--- src/rtl/sensor_link_pkg.sv ---
// Shared definitions for the sensor polling link: responder state encoding,
// link-level constants and the CRC-8 helper used by both link ends.
package sensor_link_pkg;

    typedef enum logic [2:0] {
        ST_IDLE      = 3'd0,
        ST_DECODE    = 3'd1,
        ST_TURN      = 3'd2,
        ST_SEND_DATA = 3'd3,
        ST_WAIT_DATA = 3'd4,
        ST_SEND_CRC  = 3'd5,
        ST_WAIT_CRC  = 3'd6
    } state_e;

    localparam logic [2:0] ADDR_BCAST = 3'd0;
    localparam logic [7:0] CRC_POLY   = 8'h07;
    localparam logic [2:0] MAX_ADDR   = 3'd5;

    // CRC-8, poly 0x07, init 0x00, MSB first, no final XOR, over one byte.
    function automatic logic [7:0] crc8_calc(input logic [7:0] data);
        logic [7:0] crc;
        crc = data;
        for (int i = 0; i < 8; i++) begin
            if (crc[7]) begin
                crc = {crc[6:0], 1'b0} ^ CRC_POLY;
            end else begin
                crc = {crc[6:0], 1'b0};
            end
        end
        return crc;
    endfunction

endpackage

--- src/rtl/sensor_responder_if.sv ---
// Byte-level handshake between the responder and the node's UART core.
// The responder is the master: it consumes received bytes and issues writes.
interface sensor_responder_if;
    logic [7:0] rx_data;
    logic       rx_rdy;
    logic       rx_rdy_clr;
    logic [7:0] tx_data;
    logic       tx_wr_en;
    logic       tx_busy;

    modport master (
        input  rx_data, rx_rdy, tx_busy,
        output rx_rdy_clr, tx_data, tx_wr_en
    );

    modport slave (
        output rx_data, rx_rdy, tx_busy,
        input  rx_rdy_clr, tx_data, tx_wr_en
    );
endinterface

--- src/rtl/crc8_byte.sv ---
// Combinational single-byte CRC-8 (link polynomial, see package helper).
module crc8_byte
    import sensor_link_pkg::*;
(
    input  logic [7:0] data_in,
    output logic [7:0] crc_out
);

    assign crc_out = crc8_calc(data_in);

endmodule

--- src/rtl/sensor_responder.sv ---
// Sensor-node responder: decodes one-byte polls and answers with a
// DATA + CRC frame (or an alarm frame while an alarm is latched).
// All outputs are registered; state and datapath use a synchronous reset.
module sensor_responder
    import sensor_link_pkg::*;
#(
    parameter logic [2:0]  NODE_ADDR  = 3'd1,
    parameter int unsigned TURNAROUND = 16,
    parameter logic [7:0]  ALARM_CODE = 8'hFF
) (
    input  logic               clock,
    input  logic               reset,
    sensor_responder_if.master uart,
    input  logic [7:0]         sensor_data,
    input  logic               alarm_in,
    output logic               alarm_pending,
    output logic               busy
);

    localparam logic [15:0] TURN_LAST = 16'(TURNAROUND - 1);

    state_e      state_r, state_s;
    logic [15:0] cnt_r, cnt_s;
    logic [7:0]  byte_r, data_r, crc_r;
    logic [7:0]  tx_data_r, strobe_byte_s;
    logic        rx_rdy_clr_r, rx_rdy_clr_s;
    logic        tx_wr_en_r, strobe_s;
    logic        capture_s, latch_s, ack_s;
    logic        alarm_r, busy_r;
    logic [7:0]  sensor_crc_s, alarm_crc_s;

    crc8_byte u_crc_sensor (.data_in(sensor_data), .crc_out(sensor_crc_s));
    crc8_byte u_crc_alarm  (.data_in(ALARM_CODE),  .crc_out(alarm_crc_s));

    // Next-state, byte-consumption and transmit-strobe decisions.
    always_comb begin
        state_s       = state_r;
        cnt_s         = cnt_r;
        capture_s     = 1'b0;
        latch_s       = 1'b0;
        ack_s         = 1'b0;
        strobe_s      = 1'b0;
        strobe_byte_s = 8'h00;
        // A held byte is consumed once; the registered clear masks the
        // cycle in which the receiver still shows the same byte.
        if (uart.rx_rdy && !rx_rdy_clr_r) begin
            rx_rdy_clr_s = 1'b1;
        end else begin
            rx_rdy_clr_s = 1'b0;
        end
        case (state_r)
            ST_IDLE: begin
                if (rx_rdy_clr_s) begin
                    capture_s = 1'b1;
                    state_s   = ST_DECODE;
                end else begin
                    state_s   = ST_IDLE;
                end
            end
            ST_DECODE: begin
                if (byte_r[7:3] != 5'd0) begin
                    state_s = ST_IDLE;
                end else if (byte_r[2:0] == ADDR_BCAST) begin
                    ack_s   = 1'b1;
                    state_s = ST_IDLE;
                end else if (byte_r[2:0] == NODE_ADDR) begin
                    latch_s = 1'b1;
                    cnt_s   = 16'd0;
                    state_s = ST_TURN;
                end else begin
                    state_s = ST_IDLE;
                end
            end
            ST_TURN: begin
                if (cnt_r == TURN_LAST) begin
                    state_s = ST_SEND_DATA;
                end else begin
                    cnt_s   = cnt_r + 16'd1;
                end
            end
            ST_SEND_DATA: begin
                if (!uart.tx_busy) begin
                    strobe_s      = 1'b1;
                    strobe_byte_s = data_r;
                    state_s       = ST_WAIT_DATA;
                end else begin
                    state_s       = ST_SEND_DATA;
                end
            end
            ST_WAIT_DATA: begin
                // The strobe cycle itself is skipped: tx_busy only rises after it.
                if (!tx_wr_en_r && !uart.tx_busy) begin
                    state_s = ST_SEND_CRC;
                end else begin
                    state_s = ST_WAIT_DATA;
                end
            end
            ST_SEND_CRC: begin
                if (!uart.tx_busy) begin
                    strobe_s      = 1'b1;
                    strobe_byte_s = crc_r;
                    state_s       = ST_WAIT_CRC;
                end else begin
                    state_s       = ST_SEND_CRC;
                end
            end
            ST_WAIT_CRC: begin
                if (!tx_wr_en_r && !uart.tx_busy) begin
                    state_s = ST_IDLE;
                end else begin
                    state_s = ST_WAIT_CRC;
                end
            end
            default: begin
                state_s = ST_IDLE;
            end
        endcase
    end

    // State register.
    always_ff @(posedge clock) begin
        if (reset) begin
            state_r <= ST_IDLE;
        end else begin
            state_r <= state_s;
        end
    end

    // Datapath, alarm latch and registered outputs.
    always_ff @(posedge clock) begin
        if (reset) begin
            cnt_r        <= 16'd0;
            byte_r       <= 8'h00;
            data_r       <= 8'h00;
            crc_r        <= 8'h00;
            tx_data_r    <= 8'h00;
            tx_wr_en_r   <= 1'b0;
            rx_rdy_clr_r <= 1'b0;
            alarm_r      <= 1'b0;
            busy_r       <= 1'b0;
        end else begin
            cnt_r        <= cnt_s;
            rx_rdy_clr_r <= rx_rdy_clr_s;
            tx_wr_en_r   <= strobe_s;
            busy_r       <= (state_s != ST_IDLE);
            if (capture_s) begin
                byte_r <= uart.rx_data;
            end
            // Frame contents are frozen at decode so later sensor changes
            // cannot corrupt the frame in flight.
            if (latch_s) begin
                if (alarm_r) begin
                    data_r <= ALARM_CODE;
                    crc_r  <= ~alarm_crc_s;
                end else begin
                    data_r <= sensor_data;
                    crc_r  <= sensor_crc_s;
                end
            end
            if (strobe_s) begin
                tx_data_r <= strobe_byte_s;
            end
            // A new alarm takes priority over an acknowledge in the same cycle.
            if (alarm_in) begin
                alarm_r <= 1'b1;
            end else if (ack_s) begin
                alarm_r <= 1'b0;
            end
        end
    end

    assign uart.rx_rdy_clr = rx_rdy_clr_r;
    assign uart.tx_data    = tx_data_r;
    assign uart.tx_wr_en   = tx_wr_en_r;
    assign alarm_pending   = alarm_r;
    assign busy            = busy_r;

endmodule

--- src/flat_wrapper.sv ---
// flat-port wrapper written by rule: the top's interface ports become plain ports
module sensor_responder_flat import sensor_link_pkg::*;
#(
    parameter logic [2:0]  NODE_ADDR  = 3'd1,
    parameter int unsigned TURNAROUND = 16,
    parameter logic [7:0]  ALARM_CODE = 8'hFF
)
  (clock, reset, sensor_data, alarm_in, alarm_pending, busy, uart_rx_data, uart_rx_rdy, uart_tx_busy, uart_rx_rdy_clr, uart_tx_data, uart_tx_wr_en);
  sensor_responder_if uart_i ();
  input  logic clock;
  input  logic reset;
  input  logic [7:0] sensor_data;
  input  logic alarm_in;
  output logic alarm_pending;
  output logic busy;
  input wire logic [$bits(uart_i.rx_data)-1:0] uart_rx_data;
  input wire logic [$bits(uart_i.rx_rdy)-1:0] uart_rx_rdy;
  input wire logic [$bits(uart_i.tx_busy)-1:0] uart_tx_busy;
  output wire logic [$bits(uart_i.rx_rdy_clr)-1:0] uart_rx_rdy_clr;
  output wire logic [$bits(uart_i.tx_data)-1:0] uart_tx_data;
  output wire logic [$bits(uart_i.tx_wr_en)-1:0] uart_tx_wr_en;
  assign uart_i.rx_data = uart_rx_data;
  assign uart_i.rx_rdy = uart_rx_rdy;
  assign uart_i.tx_busy = uart_tx_busy;
  assign uart_rx_rdy_clr = uart_i.rx_rdy_clr;
  assign uart_tx_data = uart_i.tx_data;
  assign uart_tx_wr_en = uart_i.tx_wr_en;
  sensor_responder #(.NODE_ADDR(NODE_ADDR), .TURNAROUND(TURNAROUND), .ALARM_CODE(ALARM_CODE)) u_core (.clock(clock), .reset(reset), .uart(uart_i), .sensor_data(sensor_data), .alarm_in(alarm_in), .alarm_pending(alarm_pending), .busy(busy));
endmodule
--- config.mk ---
export PLATFORM = sky130hd
export DESIGN_NAME = sensor_responder_flat
export DESIGN_NICKNAME = d
export VERILOG_FILES = /design/src/rtl/sensor_link_pkg.sv /design/src/rtl/sensor_responder_if.sv /design/src/rtl/crc8_byte.sv /design/src/rtl/sensor_responder.sv /design/src/flat_wrapper.sv
export SDC_FILE = /design/constraint.sdc
export NUM_CORES = 1
export LEC_CHECK = 0
export CORE_MARGIN = 8
export CORE_UTILIZATION = 49
export CTS_CLUSTER_SIZE = 25
export DETAILED_ROUTE_END_ITERATION = 8
export PLACE_DENSITY = 0.75
export SLEW_MARGIN = 5
export SYNTH_ARGS = -nofsm -noshare
export SYNTH_HDL_FRONTEND = slang
export SYNTH_SLANG_ARGS = --single-unit
--- constraint.sdc ---
create_clock -name clock -period 2.3 [get_ports clock]
set_clock_uncertainty 0.1 [all_clocks]
set_input_delay 0.46 -clock clock [delete_from_list [all_inputs] [get_ports clock]]
set_output_delay 0.46 -clock clock [all_outputs]
set_load 0.005 [all_outputs]
* Word-level counts from Yosys, hierarchy flattened *
Cells that the tools add are included.
W data, S select, Z words.

storage, ports and cells
  flip-flop bits (word level) = 55
  bits of input ports = 21
  output and inout port bits = 12

cells by class
  equal/unequal tests = 12
  multiplexer cells = 42
  bitwise logic cells = 8
  add/sub/neg operators = 1
  reduce and logical (&&, ||, !) cells = 13

operators with widths
  kind                     count
  $mux W16                 4
  $mux W3                  13
  $mux W8                  4
  $pmux W16 S2             1
  $not A3 Y3               8
  $pmux W3 S7              1
  $add A16 B1 Y16 const B  1
  $eq A16 B4 Y1 const B    1
  $mux W1                  16
  $pmux W8 S2              1
  $eq A3 B3 Y1 const B     3
  $eq A3 B1 Y1 const B     2
  $eq A3 B2 Y1 const B     2
  $logic_not A3 Y1         2
  $ne A2 B2 Y1 const B     3
  $reduce_and A5 Y1        1
  $reduce_bool A5 Y1       1
  $mux W2                  2
  $reduce_bool A2 Y1       2
  $logic_not A1 Y1         3
  $reduce_bool A3 Y1       1
  $logic_and A1 B1 Y1      2
  $ne A2 B1 Y1 const B     1
  $reduce_or A2 Y1         1

* Longest topological paths before layout *
  depth in word-level cells = 17
  gate-level depth with buffers = 7
  gate-level depth less buffers = 6

* Cells and area by module *
From an unflattened synthesis, not the netlist that was laid out.

second synthesis, totals
  cells, all modules = 329
  area, all modules = 2,768.9 sq um

modules (own cells, without submodules)
  module            instances  area each (sq um)  sequential area each (sq um)  cells an instance
  sensor_responder  1          2,511.2            1,101.1                       303
  crc8_byte         2          128.9              0.0                           13

* Least setup slack after synthesis *
OpenSTA, ideal clock, no wires.

  path type = reg2reg
  start = register u_core.byte_r[3]
  end = register u_core.cnt_r[15]
  setup time = 0.121 ns
  data required time = 2.079 ns
  clock period less this slack = 2.190 ns
  setup slack = 0.110 ns
  stages on the path, launching flop included = 7
  arrival time = 1.969 ns
  cell sequence = dfxtp_1 > or4_4 > or4_1 > buf_2 > a2111oi_4 > xnor2_1 > nor2_1

on the way
  word-level cells in the longest chain between the ends = 3

ends and longest elaborated chain
  item                         RTL line                 source
  from (decl)                  sensor_responder.sv:24   logic [7:0] byte_r, data_r, crc_r;
  from (signal assigned)       sensor_responder.sv:147  byte_r <= uart.rx_data;
  $reduce_bool A5 Y1           sensor_responder.sv:61   if (byte_r[7:3] != 5'd0) begin
  $ne A2 B2 Y1 (no line)       n/a
  $reduce_and A5 Y1 (no line)  n/a
  to (signal assigned)         sensor_responder.sv:142  cnt_r <= cnt_s;
  to (decl)                    sensor_responder.sv:23   logic [15:0] cnt_r, cnt_s;

No other way between the ends.
A chain may end at the register's enable or synchronous reset.

* Worst setup path after layout *
  start = register u_core.byte_r[4]
  end = register u_core.cnt_r[15]

The elaborated chain is that of the path after synthesis.

==> run_results.csv <==
group,metric,value,unit
die,die_h,87.6,um
setup_path,start_kind,"register",
cells_and_area,drive_gt1_share,10.4,%
min_path,hp-class,"register to register",
drt,vias,2209,
clock_network,cts_root_buffer,"clkbuf_8",
clock_network,cts_made_buffers,5,
cells_and_area,mostFrequentLayoutCells,"dfxtp_1 (55), nor2_1 (37), clkdlybuf4s50_1 (32), a21oi_1 (31), nor3_1 (27)",
power_and_ir_drop,cellLeakagePower,0.00103,uW
die,start_util,50.1,%
timing,worstMarginPinSlew,0.647,ns
timing,rsz0062_at_grt,"true",
die,dieArea,7670,um2
die,num_io_pins,33,
drt,drc,0,
timing,hold_viol_final,0,
clock_network,cts_tree,"yes",
global_route,grt_overflow,0,
setup_path,critPathKind,"register to register",
setup_path,crit_path_end_kind,"register",
cells_and_area,nets,356,
timing,setup_viol_count_final,0,
timing,max_freq,0.449,GHz
global_route,gr-usage-all-layers,14.8,%
yosys,ys_async_sr_fraction,0,%
yosys,synth_cell_types,41,
clock_network,htree_levels,2,
global_route,grt_max_degree,25,
cells_and_area,stdcell_count,405,
yosys,syn_nets,319,
job,drv_cap,0,
cells_and_area,multi_input_area,1340,um2
clock_network,clk_latency,0.31,ns
timing,setup_tns,0,ns
cells_and_area,final-seq-area,1100,um2
timing,period_needed,2.23,ns
yosys,syn_area_per_cell,8.45,um2
yosys,synth_cells,297,
run_status,status,"complete, no violations",
drt,drt-total-wl,5510,um
drt,routedWlPerCell,13.6,um
global_route,grt_pass1_wl,9180,um
clock_network,path_clk_slew,0.10,ns
clock_network,clock_sinks,55,
setup_path,cp.required,2.39,ns
die,rows,26,
drt,via_per_inst,5.45,
place,hpwl,4040,um
global_route,antenna_found_initial,0,
timing,finalWorstSetupSlack,0.0743,ns
yosys,syn-cell-area,2510,um2
yosys,seq_area_frac_synth,43.9,%
drt,detail_route.iter0.violations,115,
cells_and_area,syn_to_final_growth,23.4,%
cells_and_area,antenna-diode-count,0,
timing,slew_headroom,56.7,%
place,pre_cts_ws,-0.000115,ns
setup_path,arrival,2.32,ns
power_and_ir_drop,peakVddDrop,0.348,mV
drt,postRouteAntennaNets,0,
yosys,ys.flop_type,"dfxtp_1",
cells_and_area,final_common_cell,"dfxtp_1",
power_and_ir_drop,p_per_area,560,nW/um2
place,placed_cells,397,
place,portBuffers,32,
die,core,5010,um2
global_route,grt_pass1_vias,2066,
yosys,synth_edf_count,0,
cells_and_area,fillCellCount,439,
clock_network,clock_path_buffers,2,
timing,period_share,96.8,%
place,place.gp.congestion,0.836,
die,die_w,87.6,um
drt,dr.pass1.iters,4,
yosys,synth_seq_cells,55,
setup_path,cp_max_fo,8,
yosys,yosysWarningCount,0,
timing,drv_slew,0,
==> power breakdown <==
group | internal [uW] | switching (uW) | total [uW]
Combinational | 104 | 92.6 | 197
Clock | 221 | 334 | 555
Sequential | 971 | 11.3 | 982
==> synthesized netlist by cell type, types with 2 or more instances <==
library cell   n  area, um2
dfxtp_1       55       1100
and4_1         3       26.3
a31oi_1        2       12.5
inv_1          4       15.0
nor4_1         4       25.0
and3_1         2       12.5
nand4_1        3       18.8
nand3_1        7       35.0
or4_1          2       15.0
xnor2_1       12        105
nor2_1        37        139
nor3_1        27        135
nand2b_1       5       31.3
a311oi_1       2       17.5
o21ai_0       13       65.1
a21oi_1       31        155
nand2_1       17       63.8
a211oi_1       3       22.5
a22oi_1        9       67.6
or3_1         10       62.6
xor2_1         6       52.6
mux2i_1        8       80.1
clkbuf_1      17       63.8
==> repair_timing <==
| item | 4_1_cts | 5_1_grt |
|---|---|---|
| hold endpoints to repair | 0 | 0 |
| gates resized for setup | 2 | 2 |
| buffers inserted | 0 | 1 |
| cloned | 0 | 0 |
| hold buffers | 0 | 0 |
| pin swaps | 0 | 2 |
| endpoints found under the setup margin | 1 | 13 |
==> registers in the layout, indices dropped and copies added, names as in the netlist <==
register / cells
u_core.crc_r: 8
u_core.byte_r: 8
u_core.uart.rx_rdy_clr: 1
u_core.cnt_r: 16
u_core.uart.tx_wr_en: 1
u_core.state_r: 3
u_core.data_r: 8
u_core.alarm_pending: 1
u_core.uart.tx_data: 8
u_core.busy: 1
==> layout make-up <==
| cell class | count | area share [%] |
|---|---|---|
| Clock inverter | 3 | 0.728 |
| Clock buffer | 5 | 2.22 |
| Inverter | 4 | 0.485 |
| Sequential cell | 55 | 35.6 |
| Timing Repair Buffer | 49 | 15.0 |
| Multi-Input combinational cell | 219 | 43.2 |
| Tap cell | 70 | 2.83 |
==> metal layers <==
metal / global-route usage [%] / share of wire [%] / up-vias
met5: 0 / 0 / -
met4: 5.00 / 0.87 / 0
met3: 3.19 / 3.9 / 5
met2: 24.6 / 49 / 47
met1: 18.4 / 47 / 1017
li1: - / - / 1140
==> metrics by stage <==
stage | instance area (um2) | power, uW | hold slack, ns | utilization, %
after floorplan | 2510 | 1120 | 0.332 | -
after global placement | 2990 | 1200 | 0.344 | 59.7
after detailed placement | 2990 | 1200 | 0.349 | 59.7
after CTS | 3090 | 1750 | 0.365 | 61.7
after global routing | 3100 | 1810 | 0.389 | 61.8
final | 3100 | 1730 | 0.360 | 61.8
==> cells by family (layout without fill, tap and decap cells) <==
family                   Yosys count  after routing  share of synthesized area [%]
AO/OA/AOI/OAI                     68             68                           17.0
XOR/XNOR                          18             18                           6.28
buffers and inverters             23             61                           3.49
AND/OR/NAND/NOR                  124            124                           25.7
flip-flops                        55             55                           43.9
adder cells (fa/ha/maj)            1              1                          0.499
multiplexers                       8              8                           3.19
==> worst paths after layout <==
path                                            start                                   to  slack (ns)  cells after the start
setup reg to reg        u_core.byte_r[4]$_SDFFE_PP0P_        u_core.cnt_r[15]$_SDFFE_PP0P_        0.07                      5
setup / recovery        u_core.byte_r[4]$_SDFFE_PP0P_        u_core.cnt_r[15]$_SDFFE_PP0P_        0.07                      5
hold / removal    u_core.uart.tx_data[2]$_SDFFE_PP0P_  u_core.uart.tx_data[2]$_SDFFE_PP0P_        0.36                      2
hold reg to reg   u_core.uart.tx_data[2]$_SDFFE_PP0P_  u_core.uart.tx_data[2]$_SDFFE_PP0P_        0.36                      2
==> worst max-delay path, stage by stage, from the launching register on <==
cell	delay (ns)
dfxtp_1	0.32
or4_4	0.56
or4_4	0.60
a2111oi_4	0.32
xnor2_1	0.15
nor2_1	0.05
Power figures use the tool's default switching activity.
